==> src/rtl/branch_pkg.sv <==
// Shared definitions for the branch resolution unit: funct3 codes, queue depth
// and the result record carried through the output queue.
package branch_pkg;

    localparam logic [2:0] F3_BEQ  = 3'b000;
    localparam logic [2:0] F3_BNE  = 3'b001;
    localparam logic [2:0] F3_BLT  = 3'b100;
    localparam logic [2:0] F3_BGE  = 3'b101;
    localparam logic [2:0] F3_BLTU = 3'b110;
    localparam logic [2:0] F3_BGEU = 3'b111;

    localparam int QUEUE_DEPTH = 2;

    typedef struct packed {
        logic        taken;
        logic [31:0] target;
        logic [31:0] linkAddr;
        logic        misaligned;
        logic        illegal;
    } branch_result_t;

    // jalr clears bit 0 of the computed address
    function automatic logic [31:0] jalr_align(input logic [31:0] sum);
        return {sum[31:1], 1'b0};
    endfunction

endpackage

==> src/rtl/branch_cond.sv <==
// Combinational branch condition evaluator: maps subtraction flags, funct3
// and jump qualifiers to the taken / illegal decision.
module branch_cond
    import branch_pkg::*;
(
    input  logic [2:0] funct3_i,
    input  logic       isJal_i,
    input  logic       isJalr_i,
    input  logic       zero_i,
    input  logic       carryOut_i,
    input  logic       negative_i,
    input  logic       overflow_i,
    output logic       taken_o,
    output logic       illegal_o
);

    logic lt_signed;

    assign lt_signed = negative_i ^ overflow_i;

    always_comb begin
        taken_o   = 1'b0;
        illegal_o = 1'b0;
        if (isJal_i || isJalr_i) begin
            taken_o = 1'b1;
        end else begin
            // carryOut of rs1 - rs2 is set when no borrow, i.e. rs1 >= rs2 unsigned
            case (funct3_i)
                F3_BEQ:  taken_o = zero_i;
                F3_BNE:  taken_o = ~zero_i;
                F3_BLT:  taken_o = lt_signed;
                F3_BGE:  taken_o = ~lt_signed;
                F3_BLTU: taken_o = ~carryOut_i;
                F3_BGEU: taken_o = carryOut_i;
                default: illegal_o = 1'b1;
            endcase
        end
    end

endmodule

==> src/rtl/branch_unit.sv <==
// Branch/jump resolution with a 2-entry in-order result queue.
// Optional feature macro: BRANCH_UNIT_STATS_EN adds resolvedCount/takenCount.
module branch_unit
    import branch_pkg::*;
(
    input  logic        clk,
    input  logic        rst,
    input  logic        flush,
    input  logic        inValid,
    output logic        inReady,
    input  logic [2:0]  funct3,
    input  logic        isJal,
    input  logic        isJalr,
    input  logic [31:0] pc,
    input  logic [31:0] base,
    input  logic [31:0] imm,
    input  logic        zero,
    input  logic        carryOut,
    input  logic        negative,
    input  logic        overflow,
    output logic        outValid,
    input  logic        outReady,
    output logic        taken,
    output logic [31:0] target,
    output logic [31:0] linkAddr,
    output logic        misaligned,
    output logic        illegal
`ifdef BRANCH_UNIT_STATS_EN
   ,output logic [31:0] resolvedCount,
    output logic [31:0] takenCount
`endif
);

    logic           cond_taken;
    logic           cond_illegal;
    logic [31:0]    new_target;
    branch_result_t new_res;

    logic [1:0]     count_q, count_d;
    branch_result_t head_q, head_d;
    branch_result_t tail_q, tail_d;
    logic           push;
    logic           pop;

    branch_cond u_cond (
        .funct3_i   (funct3),
        .isJal_i    (isJal),
        .isJalr_i   (isJalr),
        .zero_i     (zero),
        .carryOut_i (carryOut),
        .negative_i (negative),
        .overflow_i (overflow),
        .taken_o    (cond_taken),
        .illegal_o  (cond_illegal)
    );

    assign new_target = isJalr ? jalr_align(base + imm) : (pc + imm);

    always_comb begin
        new_res.taken      = cond_taken;
        new_res.target     = new_target;
        new_res.linkAddr   = pc + 32'd4;
        new_res.misaligned = cond_taken & new_target[1];
        new_res.illegal    = cond_illegal;
    end

    // inReady depends only on the registered count, never on outReady
    assign inReady  = (count_q < 2'(QUEUE_DEPTH));
    assign outValid = (count_q != 2'd0);
    assign push     = inValid && inReady;
    assign pop      = outValid && outReady;

    // head_q is always the oldest entry; tail_q holds the second when full
    always_comb begin
        count_d = count_q;
        head_d  = head_q;
        tail_d  = tail_q;
        if (flush) begin
            count_d = 2'd0;
        end else begin
            case ({push, pop})
                2'b10: begin
                    if (count_q == 2'd0) begin
                        head_d = new_res;
                    end else begin
                        tail_d = new_res;
                    end
                    count_d = count_q + 2'd1;
                end
                2'b01: begin
                    head_d  = tail_q;
                    count_d = count_q - 2'd1;
                end
                2'b11: begin
                    // push implies count_q == 1 here, so the new beat becomes head
                    head_d = new_res;
                end
                default: ;
            endcase
        end
    end

    always_ff @(posedge clk) begin
        if (rst) begin
            count_q <= 2'd0;
            head_q  <= '0;
            tail_q  <= '0;
        end else begin
            count_q <= count_d;
            head_q  <= head_d;
            tail_q  <= tail_d;
        end
    end

    assign taken      = head_q.taken;
    assign target     = head_q.target;
    assign linkAddr   = head_q.linkAddr;
    assign misaligned = head_q.misaligned;
    assign illegal    = head_q.illegal;

`ifdef BRANCH_UNIT_STATS_EN
    logic [31:0] resolved_q, resolved_d;
    logic [31:0] taken_cnt_q, taken_cnt_d;

    // flush suppresses the pop, so a flushed head is not counted
    always_comb begin
        resolved_d  = resolved_q;
        taken_cnt_d = taken_cnt_q;
        if (pop && !flush) begin
            resolved_d = resolved_q + 32'd1;
            if (head_q.taken) begin
                taken_cnt_d = taken_cnt_q + 32'd1;
            end
        end
    end

    always_ff @(posedge clk) begin
        if (rst) begin
            resolved_q  <= 32'd0;
            taken_cnt_q <= 32'd0;
        end else begin
            resolved_q  <= resolved_d;
            taken_cnt_q <= taken_cnt_d;
        end
    end

    assign resolvedCount = resolved_q;
    assign takenCount    = taken_cnt_q;
`endif

endmodule

==> config.mk <==
export PLATFORM = sky130hd
export DESIGN_NAME = branch_unit
export DESIGN_NICKNAME = d
export VERILOG_FILES = /design/src/rtl/branch_pkg.sv /design/src/rtl/branch_cond.sv /design/src/rtl/branch_unit.sv
export SDC_FILE = /design/constraint.sdc
export NUM_CORES = 1
export LEC_CHECK = 0
export CORE_MARGIN = 3
export CORE_UTILIZATION = 48
export DETAILED_ROUTE_END_ITERATION = 7
export PLACE_DENSITY_LB_ADDON = 0.08
export SLEW_MARGIN = 30
export SYNTH_ARGS = -nofsm -noshare
export SYNTH_HDL_FRONTEND = slang
export SYNTH_HIERARCHICAL = 1
export SYNTH_SLANG_ARGS = --single-unit
==> constraint.sdc <==
create_clock -name clk -period 3.1 [get_ports clk]
set_clock_uncertainty 0.15 [all_clocks]
set_input_delay 0.465 -clock clk [delete_from_list [all_inputs] [get_ports clk]]
set_output_delay 0.465 -clock clk [all_outputs]
set_load 0.005 [all_outputs]
## After elaboration in Yosys (flattened, before gate mapping)

Cells that the tools add are included.

- Register bits after elaboration: 136
- Input bits: 110
- Output and inout bits: 69
- Word-level logic and storage cells: 53

- Add/subtract/negate cells: 5
- Magnitude comparators: 1
- Equal/unequal tests: 9
- Mux-type cells: 8
- Bitwise logic cells: 7
- Reductions and logical operators: 12

Operators by type and width:

| operator | number |
|---|---|
| one-hot mux 67 bit (3 select lines) | 1 |
| 2-to-1 mux 67 bit | 1 |
| adder 32 bit | 2 |
| adder 32 x 3 -> 32 bit, second input constant | 1 |
| 2-to-1 mux 32 bit | 1 |
| == test 3 bit, second input constant | 4 |
| one-hot mux 1 bit (6 select lines) | 1 |
| AND reduction 3 bit | 2 |
| OR reduction 6 bit | 1 |
| inverter 1 bit | 5 |
| == test 2 bit, second input constant | 2 |
| one-hot mux 2 bit (2 select lines) | 1 |
| nonzero test 2 bit | 2 |
| == test 3 x 1 -> 1 bit, second input constant | 1 |
| logical NOT 3 bit | 1 |
| 2-to-1 mux 1 bit | 3 |
| nonzero test 3 bit | 1 |
| adder 2 x 1 -> 2 bit, second input constant | 1 |
| == test 2 x 1 -> 1 bit, second input constant | 1 |
| logical AND 1 bit | 2 |
| logical NOT 2 bit | 1 |
| < comparator 2 bit, second input constant | 1 |
| inequality test 2 bit, second input constant | 1 |
| OR reduction 2 bit | 1 |
| other kinds (4) | 4 |

## Depth between registers and ports, before layout

Gate-level depths: netlist of the first run.

- Depth in word-level cells: 7
- Depth in mapped cells: 13
- Depth with buffers taken out: 13

## Hierarchy

The synthesis of the first run kept the hierarchy.

Modules (own cells, without submodules):

| module | times used | cells an instance | area each (µm²) | sequential area each (µm²) |
|---|---|---|---|---|
| branch_unit | 1 | 1,273 | 9,394.0 | 2,722.6 |
| branch_cond | 1 | 8 | 75.1 | 0.0 |

## Worst setup path before layout of the first run

OpenSTA, ideal clock, no wires.

- Path kind: in2reg
- Start point: input pc[24]
- End point: register head_q, in the netlist target[31]
- Library setup time: 79 ps
- Data arrival time: 2,842 ps
- Data required time: 2,871 ps
- Path slack: 28 ps
- Cell stages on the path: 12
- Buffers on the path: 1
- Cells stage by stage: ha_1 clkbuf_1 a211oi_1 nor2_1 nor4_1 o41a_1 and2_1 a21oi_1 mux2_2 o21a_1 or2_1 a211oi_2

- Word-level cells in the longest chain between the ends: 4

Ends and longest elaborated chain:

| item | line | source |
|---|---|---|
| from (decl) | branch_unit.sv:14 | `input logic [31:0] pc,` |
| adder 32 bit (*) | branch_unit.sv:57 | `assign new_target = isJalr ? jalr_align(base + imm) : (pc + imm);` |
| 2-to-1 mux 32 bit (*) | branch_unit.sv:57 |  |
| 2-to-1 mux 67 bit | branch_unit.sv:83 | `if (count_q == 2'd0) begin` |
| one-hot mux 67 bit (3 select lines) (*) | branch_unit.sv:81 | `case ({push, pop})` |
| to (signal assigned) | branch_unit.sv:106 | `head_q <= '0;` |
| to (signal assigned) | branch_unit.sv:110 | `head_q <= head_d;` |
| to (decl) | branch_unit.sv:40 | `branch_result_t head_q, head_d;` |

Every way passes the cells marked *; elsewhere a longest branch is shown, timed or not. The select of a mux whose other input is x is not followed.
A chain may end at the register's enable or synchronous reset.

## Worst setup path after layout of the first run

- Start point: input pc[2]
- End point: register head_q, in the netlist target[31]

Same word-level chain as after synthesis.

==> impl_results.rst, run 1 <==
.. list-table::
   :header-rows: 1

   * - Metric
     - Value
   * - Area of the die
     - ~0.021 mm²
   * - Layout cells sized above 1
     - 0.2555
   * - Max Fanout on Critical Path
     - 4
   * - Worst hold slack
     - ~150 ps
   * - Average detailed-routed wire length per instance
     - 17.97 µm
   * - Core occupancy in the finished layout
     - 0.7822
   * - Post-synthesis cell type count
     - between 60 and 70
   * - Leftover overflow at the end of global routing
     - 0
   * - Required time of the worst setup path
     - approximately 3300 ps
   * - Total setup violations reported at the end of the flow
     - 0
   * - Origin of the critical flop-to-flop path
     - count_q[0]$_SDFFE_PP0P_
   * - Violations in the final reports
     - DRC
   * - Arrival time worst endpoint
     - approximately 3300 ps
   * - IO Count
     - 179
   * - DRC violations left
     - 2
   * - Core area
     - around 0.019 mm²
   * - Setup ws final
     - roughly 50 ps
   * - Number of pins with negative max-slew slack in the final report
     - 0
   * - Worst Hold Endpoint
     - tail_q[2]$_SDFFE_PP0P_
   * - Worst hold path cell count
     - 3
   * - Clock net sink count
     - between 100 and 150
   * - Synth Instances
     - 1,281
   * - Effective utilization at floorplan
     - 0.4979
   * - Largest net degree at the start of global routing
     - 63
   * - LEAKAGE
     - 6.047 nW
   * - Count of input and output buffers
     - around 180
   * - Hold violation total from the final report
     - 0
   * - Overall power of the completed layout
     - roughly 6.3 mW
   * - Combined global-route utilization of all metal layers
     - 0.3078
   * - Detailed Place HPWL
     - between 20,000 and 30,000 µm
   * - Main flop type after synthesis
     - sky130_fd_sc_hd__dfxtp_1
   * - Startpoint class of the critical path
     - input pin
   * - Hold Startpoint
     - pc[0]
   * - Number of nets produced by synthesis
     - roughly 1,500
   * - Antenna violations before repair
     - 0
   * - Synth Register Bits
     - approximately 140
   * - Antenna diode instance count
     - 0
   * - Buffers and inverters on the worst path
     - 2
   * - Number of max-capacitance violations reported
     - 0
   * - Peak supply drop
     - between 0.0003 and 0.0004 V
   * - Number of buffers between clock root and the deepest sink
     - 2
   * - Mean cell area of the mapped netlist
     - ~7.4 µm²
   * - Share of synthesized registers carrying an async set or reset
     - 0
   * - Tightest slew margin relative to the limit
     - 0.5334
   * - CTS H-Tree Depth
     - 4
   * - Die X-Extent
     - 146.5 µm
   * - Pre-CTS setup slack
     - -860.1 ps
   * - Violation count after the first detailed-routing iteration
     - between 800 and 900
   * - First-pass GRT wire length
     - between 50,000 and 60,000 µm
   * - Clock transition at path regs
     - roughly 60 ps
   * - Critical-path top delay cell
     - sky130_fd_sc_hd__a211o_1
   * - Number of cells traversed by the worst register-to-register path
     - 8
   * - Via count
     - between 10,000 and 15,000
   * - Source-to-sink clock delay at the later pin of the worst-skew pair
     - 430 ps
   * - Fill cells
     - 1,449
   * - Result of the run
     - finished with violations
   * - Class of the tightest hold or removal check
     - in2reg
   * - Placer's final routability congestion estimate
     - between 1 and 1.5
   * - Share of the cycle needed by the critical path after routing
     - 0.9837
   * - Number of warnings issued by yosys
     - 6
   * - Count of antenna-violating nets left after detailed routing
     - 0
   * - Worst setup path class
     - in2reg
   * - Num rows
     - 50
   * - Total number of nets in the final design
     - about 1,900
   * - Slew at the pin closest to its max-slew limit
     - about 700 ps
   * - Number of synthesized flops with an enable pin
     - 0
   * - Highest clock frequency the design can meet
     - roughly 0.33 GHz
   * - Post-synthesis sequential area ratio
     - 0.2875
   * - Setup slack on the worst flop-to-flop path
     - between 600 and 700 ps
   * - Clock tree from TritonCTS
     - done
   * - DRT Wirelength
     - around 35,000 µm
   * - Total negative slack
     - 0 ps
   * - Vertical die dimension
     - about 150 µm
   * - Clock Root Buffer
     - sky130_fd_sc_hd__clkbuf_16
   * - Post-detailed-route via-to-cell ratio
     - ~5.6
   * - Family of cells with the greatest summed delay on the critical path
     - compound AO/OA/AOI/OAI gates
   * - Hold bufs inserted after CTS
     - 0
   * - Final critical path time including I/O delays and setup
     - roughly 3000 ps
   * - Kind of capture point of the worst setup path
     - flop
   * - Pwr per Cell Area
     - 421.1 mW/mm²
   * - Post-Synthesis Cell Area
     - 0.009469 mm²
   * - Worst path max stage delay
     - ~370 ps
   * - Length of the first detailed-routing pass in iterations
     - 7
   * - Relative area change from synthesis to final layout
     - 57.11%
   * - Num CTS Buffers
     - 17
   * - Via count of the first global-routing pass
     - approximately 10,000
   * - Destination of the worst register-to-register timing path
     - linkAddr[30]$_SDFFE_PP0P_
   * - Critical-path cell list
     - clkdlybuf4s15_1 > ha_4 > buf_4 > nand4b_1 > a211o_1 > o211ai_4 > o2111ai_4 > a21oi_2 > mux2_4 > o21a_1 > or2_1 > a211oi_2
worst min-delay path: stages:
cell	delay, ps
sky130_fd_sc_hd__clkbuf_2	100
sky130_fd_sc_hd__nand2_1	60
sky130_fd_sc_hd__a21oi_1	50
cells in the mapped netlist (6+ instances only):
library cell / count / share of area
sky130_fd_sc_hd__o21ai_0: 107 / 0.057
sky130_fd_sc_hd__nand2_1: 209 / 0.083
sky130_fd_sc_hd__nand3b_1: 7 / 0.0055
sky130_fd_sc_hd__ha_1: 65 / 0.086
sky130_fd_sc_hd__inv_1: 22 / 0.0087
sky130_fd_sc_hd__nor2_1: 121 / 0.048
sky130_fd_sc_hd__dfxtp_1: 136 / 0.29
sky130_fd_sc_hd__and3_1: 12 / 0.0079
sky130_fd_sc_hd__xnor2_1: 39 / 0.036
sky130_fd_sc_hd__o21a_1: 12 / 0.0095
sky130_fd_sc_hd__nor2b_1: 12 / 0.0079
sky130_fd_sc_hd__nand2b_1: 15 / 0.0099
sky130_fd_sc_hd__a21o_1: 22 / 0.017
sky130_fd_sc_hd__o211ai_1: 6 / 0.0048
sky130_fd_sc_hd__or3_1: 7 / 0.0046
sky130_fd_sc_hd__nand4_1: 12 / 0.0079
sky130_fd_sc_hd__nor3_1: 24 / 0.013
sky130_fd_sc_hd__nand3_1: 28 / 0.015
sky130_fd_sc_hd__clkbuf_1: 69 / 0.027
sky130_fd_sc_hd__a31oi_1: 19 / 0.013
sky130_fd_sc_hd__and2_1: 7 / 0.0046
sky130_fd_sc_hd__mux2i_1: 15 / 0.016
sky130_fd_sc_hd__a211oi_1: 59 / 0.047
sky130_fd_sc_hd__xor2_1: 36 / 0.033
sky130_fd_sc_hd__a21oi_1: 127 / 0.067
worst max-delay path by stage:
stage                                    to  slack (ps)     from  depth (start not counted)
floorplan           target[31]$_SDFFE_PP0P_          30   pc[24]                         12
global placement    target[28]$_SDFFE_PP0P_        -860   pc[15]                         16
detailed placement  target[28]$_SDFFE_PP0P_        -860   pc[15]                         16
CTS                 target[26]$_SDFFE_PP0P_           6  imm[18]                         11
global route        target[31]$_SDFFE_PP0P_         -50    pc[2]                         12
finish              target[31]$_SDFFE_PP0P_          50    pc[2]                         12
registers in the layout, summed over array words and instances (netlist names):
signal,flops
target,32
taken,1
tail_q,67
linkAddr,32
illegal,1
misaligned,1
count_q,2
cell usage in the layout (no fill, tap or decap), types with 9 or more instances in the layout:
master | netlist | routed
sky130_fd_sc_hd__ha_1 | 65 | 30
sky130_fd_sc_hd__mux2i_1 | 15 | 11
sky130_fd_sc_hd__o21ai_0 | 107 | 92
sky130_fd_sc_hd__dlymetal6s2s_1 | 0 | 24
sky130_fd_sc_hd__a21oi_1 | 127 | 115
sky130_fd_sc_hd__dfxtp_1 | 136 | 136
sky130_fd_sc_hd__nor2_1 | 121 | 119
sky130_fd_sc_hd__nand4_1 | 12 | 12
sky130_fd_sc_hd__clkbuf_2 | 0 | 9
sky130_fd_sc_hd__nor3_1 | 24 | 22
sky130_fd_sc_hd__a21o_1 | 22 | 22
sky130_fd_sc_hd__o21ai_1 | 1 | 12
sky130_fd_sc_hd__dlygate4sd2_1 | 0 | 22
sky130_fd_sc_hd__a211oi_1 | 59 | 57
sky130_fd_sc_hd__and3_1 | 12 | 12
sky130_fd_sc_hd__inv_1 | 22 | 22
sky130_fd_sc_hd__a21oi_2 | 0 | 11
sky130_fd_sc_hd__xor2_1 | 36 | 34
sky130_fd_sc_hd__nand3_1 | 28 | 24
sky130_fd_sc_hd__o21a_1 | 12 | 12
sky130_fd_sc_hd__nand2_1 | 209 | 206
sky130_fd_sc_hd__nor2b_1 | 12 | 10
sky130_fd_sc_hd__buf_4 | 1 | 266
sky130_fd_sc_hd__clkbuf_16 | 0 | 17
sky130_fd_sc_hd__xnor2_1 | 39 | 38
sky130_fd_sc_hd__clkdlybuf4s50_1 | 0 | 118
sky130_fd_sc_hd__nand2b_1 | 15 | 15
sky130_fd_sc_hd__ha_4 | 0 | 32
sky130_fd_sc_hd__a31oi_1 | 19 | 16
cell type report:
cell class	count	area (µm²)	share of cell area
Timing Repair Buffer	450	3882	0.2610
Sequential cell	136	2723	0.1830
Clock inverter	14	188.9	0.01270
Inverter	22	82.58	0.005551
Multi-Input combinational cell	1048	7249	0.4873
Tap cell	260	325.3	0.02187
Clock buffer	17	425.4	0.02860
report_power, final:
group	internal (mW)	total [mW]	switching (mW)
clock network	1.29	2.14	0.853
logic	1.11	2.23	1.11
registers	1.84	1.90	0.0533
total	4.25	6.27	2.02
per-stage QoR:
step                      instance area (µm²)  cells
after global placement                  13330   1904
after detailed placement                13330   1904
after CTS                               14450   1941
after global routing                    14880   1947
after floorplan                          9469   1281
final                                   14880   1947
per-layer routing:
metal,global-route usage,share of wire,vias up
met5,0,0,-
met2,0.5323,0.49,401
li1,-,-,5379
met1,0.3824,0.41,5097
met3,0.04593,0.059,95
met4,0.1294,0.042,0
timing repair:
action / in CTS / in global routing
setup buffers: 6 / 7
gates cloned: 0 / 0
pin swaps: 37 / 46
gates resized for setup: 115 / 100
endpoints found under the hold margin: 0 / 0
setup endpoints to repair: 37 / 37
kinds of logic after synthesis:
kind of cell | synth area share
muxes | 0.01823
and+or+nand+nor | 0.2299
AOI/OAI and AO/OA | 0.2635
xor gates and xnor gates | 0.07175
buffers and inverters | 0.03898
adders and majority gates | 0.09012
DFF | 0.2875
No activity file was read; power rests on OpenSTA's default activity.
==> inputs of run 2 (changes only) <==
--- a/config.mk
+++ b/config.mk
@@ -7,6 +7,7 @@
 export LEC_CHECK = 0
 export CORE_MARGIN = 3
 export CORE_UTILIZATION = 48
+export CTS_BUF_LIST = sky130_fd_sc_hd__clkbuf_16
 export DETAILED_ROUTE_END_ITERATION = 7
 export PLACE_DENSITY_LB_ADDON = 0.08
 export SLEW_MARGIN = 30
==> results of run 2 <==
The final DEF is identical to that of run 1; final timing and power are the same.
==> inputs of run 3 (changes only) <==
--- a/config.mk
+++ b/config.mk
@@ -5,10 +5,12 @@
 export SDC_FILE = /design/constraint.sdc
 export NUM_CORES = 1
 export LEC_CHECK = 0
+export CAP_MARGIN = 20
 export CORE_MARGIN = 3
 export CORE_UTILIZATION = 48
 export CTS_BUF_LIST = sky130_fd_sc_hd__clkbuf_16
 export DETAILED_ROUTE_END_ITERATION = 7
+export HOLD_SLACK_MARGIN = 0.03
 export PLACE_DENSITY_LB_ADDON = 0.08
 export SLEW_MARGIN = 30
 export SYNTH_ARGS = -nofsm -noshare
==> results of run 3 <==
The final DEF is identical to that of run 1; final timing and power are the same.
